<file path="src/rtl/ip_tx_pkg.sv">
// ip_tx_pkg: shared types and constants for the IP transmit framer.
//   state_t      framer FSM states
//   DESC_BYTES   descriptor length in bytes (dest_ip, src_ip, protocol, ttl, L)
//   HDR_*_LSB    bit offsets of the fields inside the 104-bit tx_hdr bus
//   pack_hdr     assembles the tx_hdr bus from its fields
package ip_tx_pkg;

  typedef enum logic [1:0] {
    S_DESC = 2'd0,
    S_HDR  = 2'd1,
    S_PAY  = 2'd2,
    S_DROP = 2'd3
  } state_t;

  localparam int DESC_BYTES = 12;
  localparam int HDR_W      = 104;

  localparam int HDR_DSCP_LSB  = 0;
  localparam int HDR_ECN_LSB   = 6;
  localparam int HDR_LEN_LSB   = 8;
  localparam int HDR_TTL_LSB   = 24;
  localparam int HDR_PROTO_LSB = 32;
  localparam int HDR_SRC_LSB   = 40;
  localparam int HDR_DST_LSB   = 72;

  function automatic logic [HDR_W-1:0] pack_hdr(
    input logic [31:0] dest_ip,
    input logic [31:0] src_ip,
    input logic [7:0]  protocol,
    input logic [7:0]  ttl,
    input logic [15:0] length,
    input logic [1:0]  ecn,
    input logic [5:0]  dscp
  );
    return {dest_ip, src_ip, protocol, ttl, length, ecn, dscp};
  endfunction

endpackage

</file>
<file path="src/rtl/axis_skid_buf.sv">
// axis_skid_buf: 2-entry registered AXI-Stream skid buffer.
//   clk, rst_n         clock, asynchronous active-low reset
//   s_valid/s_ready    upstream handshake; s_ready is a register output
//   s_data             upstream word
//   m_valid/m_ready    downstream handshake; m_valid is a register output
//   m_data             downstream word, held while m_valid & !m_ready
// The output register is the primary entry; the skid register only fills when
// a word is accepted while the output is stalled. s_ready depends solely on
// the skid register, so there is no combinational path from m_ready upstream.
module axis_skid_buf #(
  parameter int WIDTH = 9
) (
  input  logic             clk,
  input  logic             rst_n,
  input  logic             s_valid,
  output logic             s_ready,
  input  logic [WIDTH-1:0] s_data,
  output logic             m_valid,
  input  logic             m_ready,
  output logic [WIDTH-1:0] m_data
);

  logic             m_valid_reg;
  logic [WIDTH-1:0] m_data_reg;
  logic             sk_valid_reg;
  logic [WIDTH-1:0] sk_data_reg;
  logic             s_fire;

  assign s_ready = ~sk_valid_reg;
  assign s_fire  = s_valid & ~sk_valid_reg;
  assign m_valid = m_valid_reg;
  assign m_data  = m_data_reg;

  always_ff @(posedge clk or negedge rst_n) begin
    if (!rst_n) begin
      m_valid_reg  <= 1'b0;
      m_data_reg   <= '0;
      sk_valid_reg <= 1'b0;
      sk_data_reg  <= '0;
    end else if (!m_valid_reg || m_ready) begin
      // Output slot frees up: refill from the skid entry first to keep order.
      // s_fire cannot coincide with a full skid entry (s_ready is low then).
      if (sk_valid_reg) begin
        m_valid_reg  <= 1'b1;
        m_data_reg   <= sk_data_reg;
        sk_valid_reg <= 1'b0;
      end else begin
        m_valid_reg <= s_fire;
        if (s_fire) m_data_reg <= s_data;
      end
    end else if (s_fire) begin
      // Output stalled: park the incoming word.
      sk_valid_reg <= 1'b1;
      sk_data_reg  <= s_data;
    end
  end

endmodule

</file>
<file path="src/rtl/ip_tx_framer.sv">
// ip_tx_framer: parses descriptor + payload bytes from a first-word-fall-through
// FIFO, issues one IP header handshake per frame and streams the payload as
// 8-bit AXI-Stream with TLAST on the final byte. Invalid lengths (0 or above
// MAX_PAYLOAD) are discarded and flagged on drop_pulse.
//   ap_clk, ap_rst_n                    clock, asynchronous active-low reset
//   din_V_dout/_empty_n/_read           byte FIFO interface (read = pop head)
//   tx_hdr_valid/_ready, tx_hdr         header handshake, 104-bit header bus
//   tx_payload_T*                       AXI-Stream payload output
//   drop_pulse                          one cycle per dropped frame
//   frame_cnt                           headers accepted, wrapping 16-bit
module ip_tx_framer
  import ip_tx_pkg::*;
#(
  parameter int         MAX_PAYLOAD = 1480,
  parameter int         IP_HDR_LEN  = 20,
  parameter logic [5:0] DEF_DSCP    = 6'd0
) (
  input  logic         ap_clk,
  input  logic         ap_rst_n,
  input  logic [7:0]   din_V_dout,
  input  logic         din_V_empty_n,
  output logic         din_V_read,
  output logic         tx_hdr_valid,
  input  logic         tx_hdr_ready,
  output logic [103:0] tx_hdr,
  output logic         tx_payload_TVALID,
  input  logic         tx_payload_TREADY,
  output logic [7:0]   tx_payload_TDATA,
  output logic         tx_payload_TLAST,
  output logic         tx_payload_TKEEP,
  output logic         tx_payload_TSTRB,
  output logic         drop_pulse,
  output logic [15:0]  frame_cnt
);

  state_t      state_reg, state_next;
  logic [3:0]  idx_reg, idx_next;
  logic [95:0] desc_reg, desc_next;
  logic [15:0] rem_reg, rem_next;
  logic [15:0] frame_cnt_reg, frame_cnt_next;
  logic        drop_reg, drop_next;
  logic        rd;
  logic        sk_valid, sk_ready, sk_last;
  logic [8:0]  m_data;
  logic [15:0] new_len;

  // Length field as it will be once the byte at the FIFO head is shifted in.
  assign new_len = {desc_reg[7:0], din_V_dout};

  always_ff @(posedge ap_clk or negedge ap_rst_n) begin
    if (!ap_rst_n) begin
      state_reg     <= S_DESC;
      idx_reg       <= '0;
      desc_reg      <= '0;
      rem_reg       <= '0;
      frame_cnt_reg <= '0;
      drop_reg      <= 1'b0;
    end else begin
      state_reg     <= state_next;
      idx_reg       <= idx_next;
      desc_reg      <= desc_next;
      rem_reg       <= rem_next;
      frame_cnt_reg <= frame_cnt_next;
      drop_reg      <= drop_next;
    end
  end

  always_comb begin
    state_next     = state_reg;
    idx_next       = idx_reg;
    desc_next      = desc_reg;
    rem_next       = rem_reg;
    frame_cnt_next = frame_cnt_reg;
    drop_next      = 1'b0;
    rd             = 1'b0;
    sk_valid       = 1'b0;
    sk_last        = 1'b0;
    case (state_reg)
      S_DESC: begin
        rd = din_V_empty_n;
        if (rd) begin
          desc_next = {desc_reg[87:0], din_V_dout};
          if (idx_reg == 4'(DESC_BYTES - 1)) begin
            idx_next = '0;
            if (new_len == 16'd0 || new_len > 16'(MAX_PAYLOAD)) begin
              state_next = S_DROP;
              rem_next   = new_len;
              drop_next  = 1'b1;
            end else begin
              state_next = S_HDR;
            end
          end else begin
            idx_next = idx_reg + 4'd1;
          end
        end
      end
      S_HDR: begin
        if (tx_hdr_ready) begin
          frame_cnt_next = frame_cnt_reg + 16'd1;
          rem_next       = desc_reg[15:0];
          state_next     = S_PAY;
        end
      end
      S_PAY: begin
        rd       = din_V_empty_n & sk_ready;
        sk_valid = rd;
        sk_last  = (rem_reg == 16'd1);
        if (rd) begin
          rem_next = rem_reg - 16'd1;
          if (sk_last) state_next = S_DESC;
        end
      end
      S_DROP: begin
        if (rem_reg == 16'd0) begin
          state_next = S_DESC;
        end else begin
          rd = din_V_empty_n;
          if (rd) begin
            rem_next = rem_reg - 16'd1;
            if (rem_reg == 16'd1) state_next = S_DESC;
          end
        end
      end
      default: state_next = S_DESC;
    endcase
  end

  // Reset holds the state register in S_DESC, where reads follow empty_n;
  // gate so no pop is requested while reset is asserted.
  assign din_V_read   = rd & ap_rst_n;
  assign tx_hdr_valid = (state_reg == S_HDR);
  assign tx_hdr       = tx_hdr_valid
                      ? pack_hdr(desc_reg[95:64], desc_reg[63:32], desc_reg[31:24],
                                 desc_reg[23:16], desc_reg[15:0] + 16'(IP_HDR_LEN),
                                 2'b00, DEF_DSCP)
                      : '0;
  assign drop_pulse   = drop_reg;
  assign frame_cnt    = frame_cnt_reg;

  axis_skid_buf #(
    .WIDTH(9)
  ) u_skid (
    .clk     (ap_clk),
    .rst_n   (ap_rst_n),
    .s_valid (sk_valid),
    .s_ready (sk_ready),
    .s_data  ({sk_last, din_V_dout}),
    .m_valid (tx_payload_TVALID),
    .m_ready (tx_payload_TREADY),
    .m_data  (m_data)
  );

  assign tx_payload_TLAST = m_data[8];
  assign tx_payload_TDATA = m_data[7:0];
  assign tx_payload_TKEEP = 1'b1;
  assign tx_payload_TSTRB = 1'b1;

endmodule
</file>
<file path="config.mk">
export PLATFORM = sky130hd
export DESIGN_NAME = ip_tx_framer
export DESIGN_NICKNAME = d
export VERILOG_FILES = /design/src/rtl/ip_tx_pkg.sv /design/src/rtl/axis_skid_buf.sv /design/src/rtl/ip_tx_framer.sv
export SDC_FILE = /design/constraint.sdc
export NUM_CORES = 1
export LEC_CHECK = 0
export ABC_AREA = 1
export BUFFER_PORTS_ARGS = -buffer_cell sky130_fd_sc_hd__buf_2
export CORE_MARGIN = 3
export CORE_UTILIZATION = 52
export CTS_BUF_LIST = sky130_fd_sc_hd__clkbuf_8
export CTS_CLUSTER_SIZE = 12
export DETAILED_ROUTE_END_ITERATION = 12
export MAX_ROUTING_LAYER = met4
export PLACE_DENSITY = 0.9
export SETUP_SLACK_MARGIN = 0.4
export SLEW_MARGIN = 20
export SYNTH_ARGS = -nofsm -noshare
export SYNTH_HDL_FRONTEND = slang
export SYNTH_HIERARCHICAL = 1
export SYNTH_SLANG_ARGS = --single-unit
</file>
<file path="constraint.sdc">
create_clock -name ap_clk -period 1.5 [get_ports ap_clk]
set_input_delay 0 -clock ap_clk [delete_from_list [all_inputs] [get_ports ap_clk]]
set_output_delay 0 -clock ap_clk [all_outputs]
set_load 0.02 [all_outputs]
</file>
==> impl_metrics.toml, run 1 <==
[place]
dp.cells = 1468
hpwlAfterDp_mm = 16.2
place.gp.congestion = 0.921
dp_slack_ns = -0.138
io_buffers = 137

[synthesis]
synth.top_cell.area_share_pct = 47.7
syn_avg_cell_area_um2 = 7.58
ys_seq_area_share_pct = 47.7
synth_area_leaders = "dfrtp_1 (48%), nand2_1 (14%), inv_1 (6.7%), o21ai_0 (6.5%), nor2_1 (6.4%)"
syn_inst = 1072
yosysUniqueCellTypes = 43
ys_ff_latch = 155
synth.largest_area_cell = "dfrtp_1"
ys_warn_count = 6
syn-cell-area_um2 = 8130

[clock_network]
cts_buffers = 17
htree_levels = 4
cts_max_path_buffers = 2
cts.sinks = 155
clockRootBuffer = "clkbuf_8"

[outcome]
status = "aborted with a tool error"
failed_stage = "5_1_grt"
error = "[ERROR DPL-0038] Utilization greater than 100%, impossible to legalize"

[floorplanning]
rows = 45
die_width_um = 131
ios = 148
die_height_um = 131
start_util_pct = 53.3

[sta]
grt-worst-endpoint = "tx_hdr[22]"
endpoint_type = "top-level output"

[grt]
grt_max_degree = 81
synth_stat cells, drive strengths merged:
cell type  count
a21boi         2
a21oi         13
a22oi          2
a32oi          1
buf           31
clkbuf        21
clkinv         2
conb           2
dfrtp        155
ha             7
inv          149
nand2        312
nand3         67
nand3b         1
nand4          7
nor2         151
nor3          10
o21ai        106
o21bai         4
o221ai         3
o22ai          6
o31ai          1
or2            1
xnor2          7
xor2          11
per-stage QoR:
step	cell area (um^2)	TNS [ns]
after CTS	13600	-35.72
after detailed placement	10500	-2.70
after global placement	10500	-1.06
after floorplan	9280	-0.453
logic make-up after synthesis:
| kind of cell | count (synthesis) | synth area share, % |
|---|---|---|
| other | 2 | 0.0924 |
| AOI/OAI and AO/OA | 138 | 9.24 |
| DFF | 155 | 47.7 |
| xor gates and xnor gates | 18 | 1.94 |
| buffers and inverters | 203 | 10.7 |
| and+or+nand+nor | 549 | 29.3 |
| adders and majority gates | 7 | 1.08 |
repair_timing:
item	CTS
cloned	30
setup buffers	45
endpoints found under the hold margin	185
hold buffers	12
resized for setup	417
setup endpoints to repair	260
pin swaps	53
==> run 2: changes to the inputs <==
- CORE_UTILIZATION: 52 -> 40
- CTS_BUF_LIST: sky130_fd_sc_hd__clkbuf_8 -> default
- CTS_CLUSTER_SIZE: 12 -> default
- MAX_ROUTING_LAYER: met4 -> default
- PLACE_DENSITY: 0.9 -> default
- PLACE_DENSITY_LB_ADDON: default -> 0.15
- SETUP_SLACK_MARGIN: 0.4 -> default
- clock period: 1.5 -> 2 ns (I/O delays scaled with it)
==> impl_metrics.toml, run 2 <==
[floorplanning]
core-area_um2 = 19700
start_util_pct = 41.2
die_width_um = 149
dieArea_um2 = 22100
die_height_um = 149
ios = 148
rows = 51

[routing]
highest_layer = "met4"
wl_per_cell_um = 13.8
drcViolationCount = 0
met1_length_mm = 10.1
drt_iter0_drc = 453
first_pass_iters = 5
routed-wl-met3_um = 976
wl_met2_mm = 9.55
antenna_left = 0
wirelength_mm = 20.8
routed_via_density = 4.70
vias = 7070

[pwr]
clkPwrFrac_pct = 25.3
p_sw_share_pct = 41.7
p_int_mw = 7.40
power_mw = 12.7
p_leak_nw = 5.00
p_seq_share_pct = 37.7
power_switching_mw = 5.29
peakVddDrop_uv = 730
combinationalPowerShare_pct = 37.1
power.density_nw_per_um2 = 1280

[clock_network]
cts_max_path_buffers = 2
htree_levels = 4
cts_buffers = 17
clkTransAtPathRegs_ns = 0.07
cts_tree = "built"
clockRootBuffer = "clkbuf_16"
cts.sinks = 155
clock_latency_ns = 0.42

[synthesis]
ys_warn_count = 6
synth_compound_area_share_pct = 9.24
synth_area_leaders = "dfrtp_1 (48%), nand2_1 (14%), inv_1 (6.7%), o21ai_0 (6.5%), nor2_1 (6.4%)"
synthXorXnorAreaFrac_pct = 1.94
synthArstFlopShare_pct = 100
synth_edf_count = 0
synthAdderAreaFrac_pct = 1.08
synth-simple-area-share_pct = 29.3
synth.top_cell.area_share_pct = 47.7
syn-cell-area_um2 = 8130
synth_top_family_by_area = "simple AND/OR/NAND/NOR gates"
ys_ff_latch = 155
synth_common_cells = "nand2_1 (294), dfrtp_1 (155), inv_1 (145)"
yosysMostFrequentCell = "nand2_1"
syn_avg_cell_area_um2 = 7.58
synth.largest_area_cell = "dfrtp_1"
ys_seq_area_share_pct = 47.7
synthFlopType = "dfrtp_1"
yosysUniqueCellTypes = 43
synthMuxAreaShare_pct = 0
syn_inst = 1072

[sta]
max_freq_mhz = 514
layout_min_cycle_time_ns = 1.95
rsz0062_at_grt = "yes"
fin_crit_sh_pct = 97.3
slew_headroom_pct = 54.1
tightest_slew_ns = 0.688
skew_ns = 0.00893
hold_viol = 0
setup_viol_count_final = 0
fin_ws_ns = 0.0535
finalMaxSlewViolations = 0

[finish]
area_growth_pct = 22.1
multi_input_comb_area_um2 = 3460
final_cell_mix = "nand2_1 (292), dfrtp_1 (150), inv_1 (144), nor2_1 (135), buf_2 (133)"
fillers = 1985
final_common_cell = "nand2_1"
regArea_um2 = 3880
drive_gt1_share_pct = 20.1
nets = 1246
num_antenna_cells = 0
largest_reg_flops = 96
fin_cells = 1504

[worst_setup_path]
critPathArrivalTime_ns = 1.95
critPathRequiredTime_ns = 2.00
path_class = "reg2out"
endpoint_kind = "output port"
start_kind = "flip-flop"
worstPathMaxFanout = 5

[worst_hold_path]
hold_class = "in2async"

[grt]
grt_usage_pct = 18.8
grt_overflow = 0
grt_pass1_vias = 6664
grt_max_degree = 179
antenna_found_initial = 0
grt_pass1_wl_mm = 33.9

[place]
dp_slack_ns = 0.155
dp.cells = 1448
io_buffers = 137
hpwlAfterDp_mm = 14.6
place.gp.congestion = 0.857

[outcome]
status = "complete, no violations"

[flow_run]
cap_violations = 0
==> run 2: power by group through the flow <==
stage	Sequential, mW	Combinational, mW	Clock (mW)
after floorplan	4.76	3.35	0
after global placement	4.80	4.51	0
after detailed placement	4.82	4.53	0
after CTS	4.76	4.65	3.28
after global routing	4.91	5.40	3.40
final	4.78	4.70	3.20
==> run 2: worst paths after layout <==
kind	start	endpoint	slack (ns)	cells after the start
min in group ap_clk	tx_payload_TREADY	u_skid/sk_valid_reg$_DFFE_PN0P_	0.45	5
min reg2reg	frame_cnt[15]$_DFFE_PN0P_	frame_cnt[15]$_DFFE_PN0P_	0.47	1
min	ap_rst_n	frame_cnt[0]$_DFFE_PN0P_	0.08	2
max	desc_reg[2]$_DFFE_PN0P_	tx_hdr[22]	0.05	10
max in group asynchronous	ap_rst_n	frame_cnt[9]$_DFFE_PN0P_	1.18	3
max reg2reg	state_reg[0]$_DFFE_PN0P_	u_skid/sk_data_reg[2]$_DFFE_PN0P_	0.12	8
==> run 2: cell type report <==
class	instances	share of cell area, %
repair buffers	178	11.1
clock buffers	17	4.29
flip-flops and latches	155	39.1
well taps	265	3.34
clock inverters	15	1.60
inverters	151	5.74
multi-input cells	723	34.8
==> run 2: repair_timing <==
| item | CTS | global route |
|---|---|---|
| hold endpoints to repair | 183 | 0 |
| hold buffers | 18 | 0 |
| setup buffers | 4 | 1 |
| cloned | 0 | 1 |
| gates resized for setup | 2 | 21 |
| pin swaps | 0 | 1 |
| endpoints found under the setup margin | 2 | 99 |
==> run 2: per-stage QoR <==
step | utilization, % | setup TNS, ns | area [um^2] | hold slack, ns
2_1_floorplan | - | 0 | 8160 | -0.296
3_3_place_gp | 46.0 | 0 | 9060 | -0.0364
3_5_place_dp | 46.0 | 0 | 9060 | -0.0385
4_1_cts | 50.0 | 0 | 9860 | 0.0964
5_1_grt | 50.3 | -0.0739 | 9930 | 0.118
6_report | 50.3 | 0 | 9930 | 0.0813
==> run 2: per-layer routing <==
layer	vias up	global-route usage [%]
met5	-	0
met4	0	4.99
met3	15	2.89
met2	157	29.7
met1	3288	27.3
li1	3610	-
==> run 2: critical path: stages, from the launching register on <==
cell and delay (ns):
dfrtp_2 0.41, ha_2 0.19, inv_1 0.04, nand2_1 0.08
nand2_2 0.08, inv_2 0.08, nand3_1 0.11, nor2_1 0.14
xor2_1 0.19, nor2_1 0.05, buf_2 0.16
==> run 2: kinds of logic after synthesis <==
kind of cell	after synthesis
other	2
XOR/XNOR	18
AO/OA/AOI/OAI	138
buffers and inverters	203
AND/OR/NAND/NOR	549
flip-flops	155
adder cells (fa/ha/maj)	7
No activity file was read; power rests on OpenSTA's default activity.
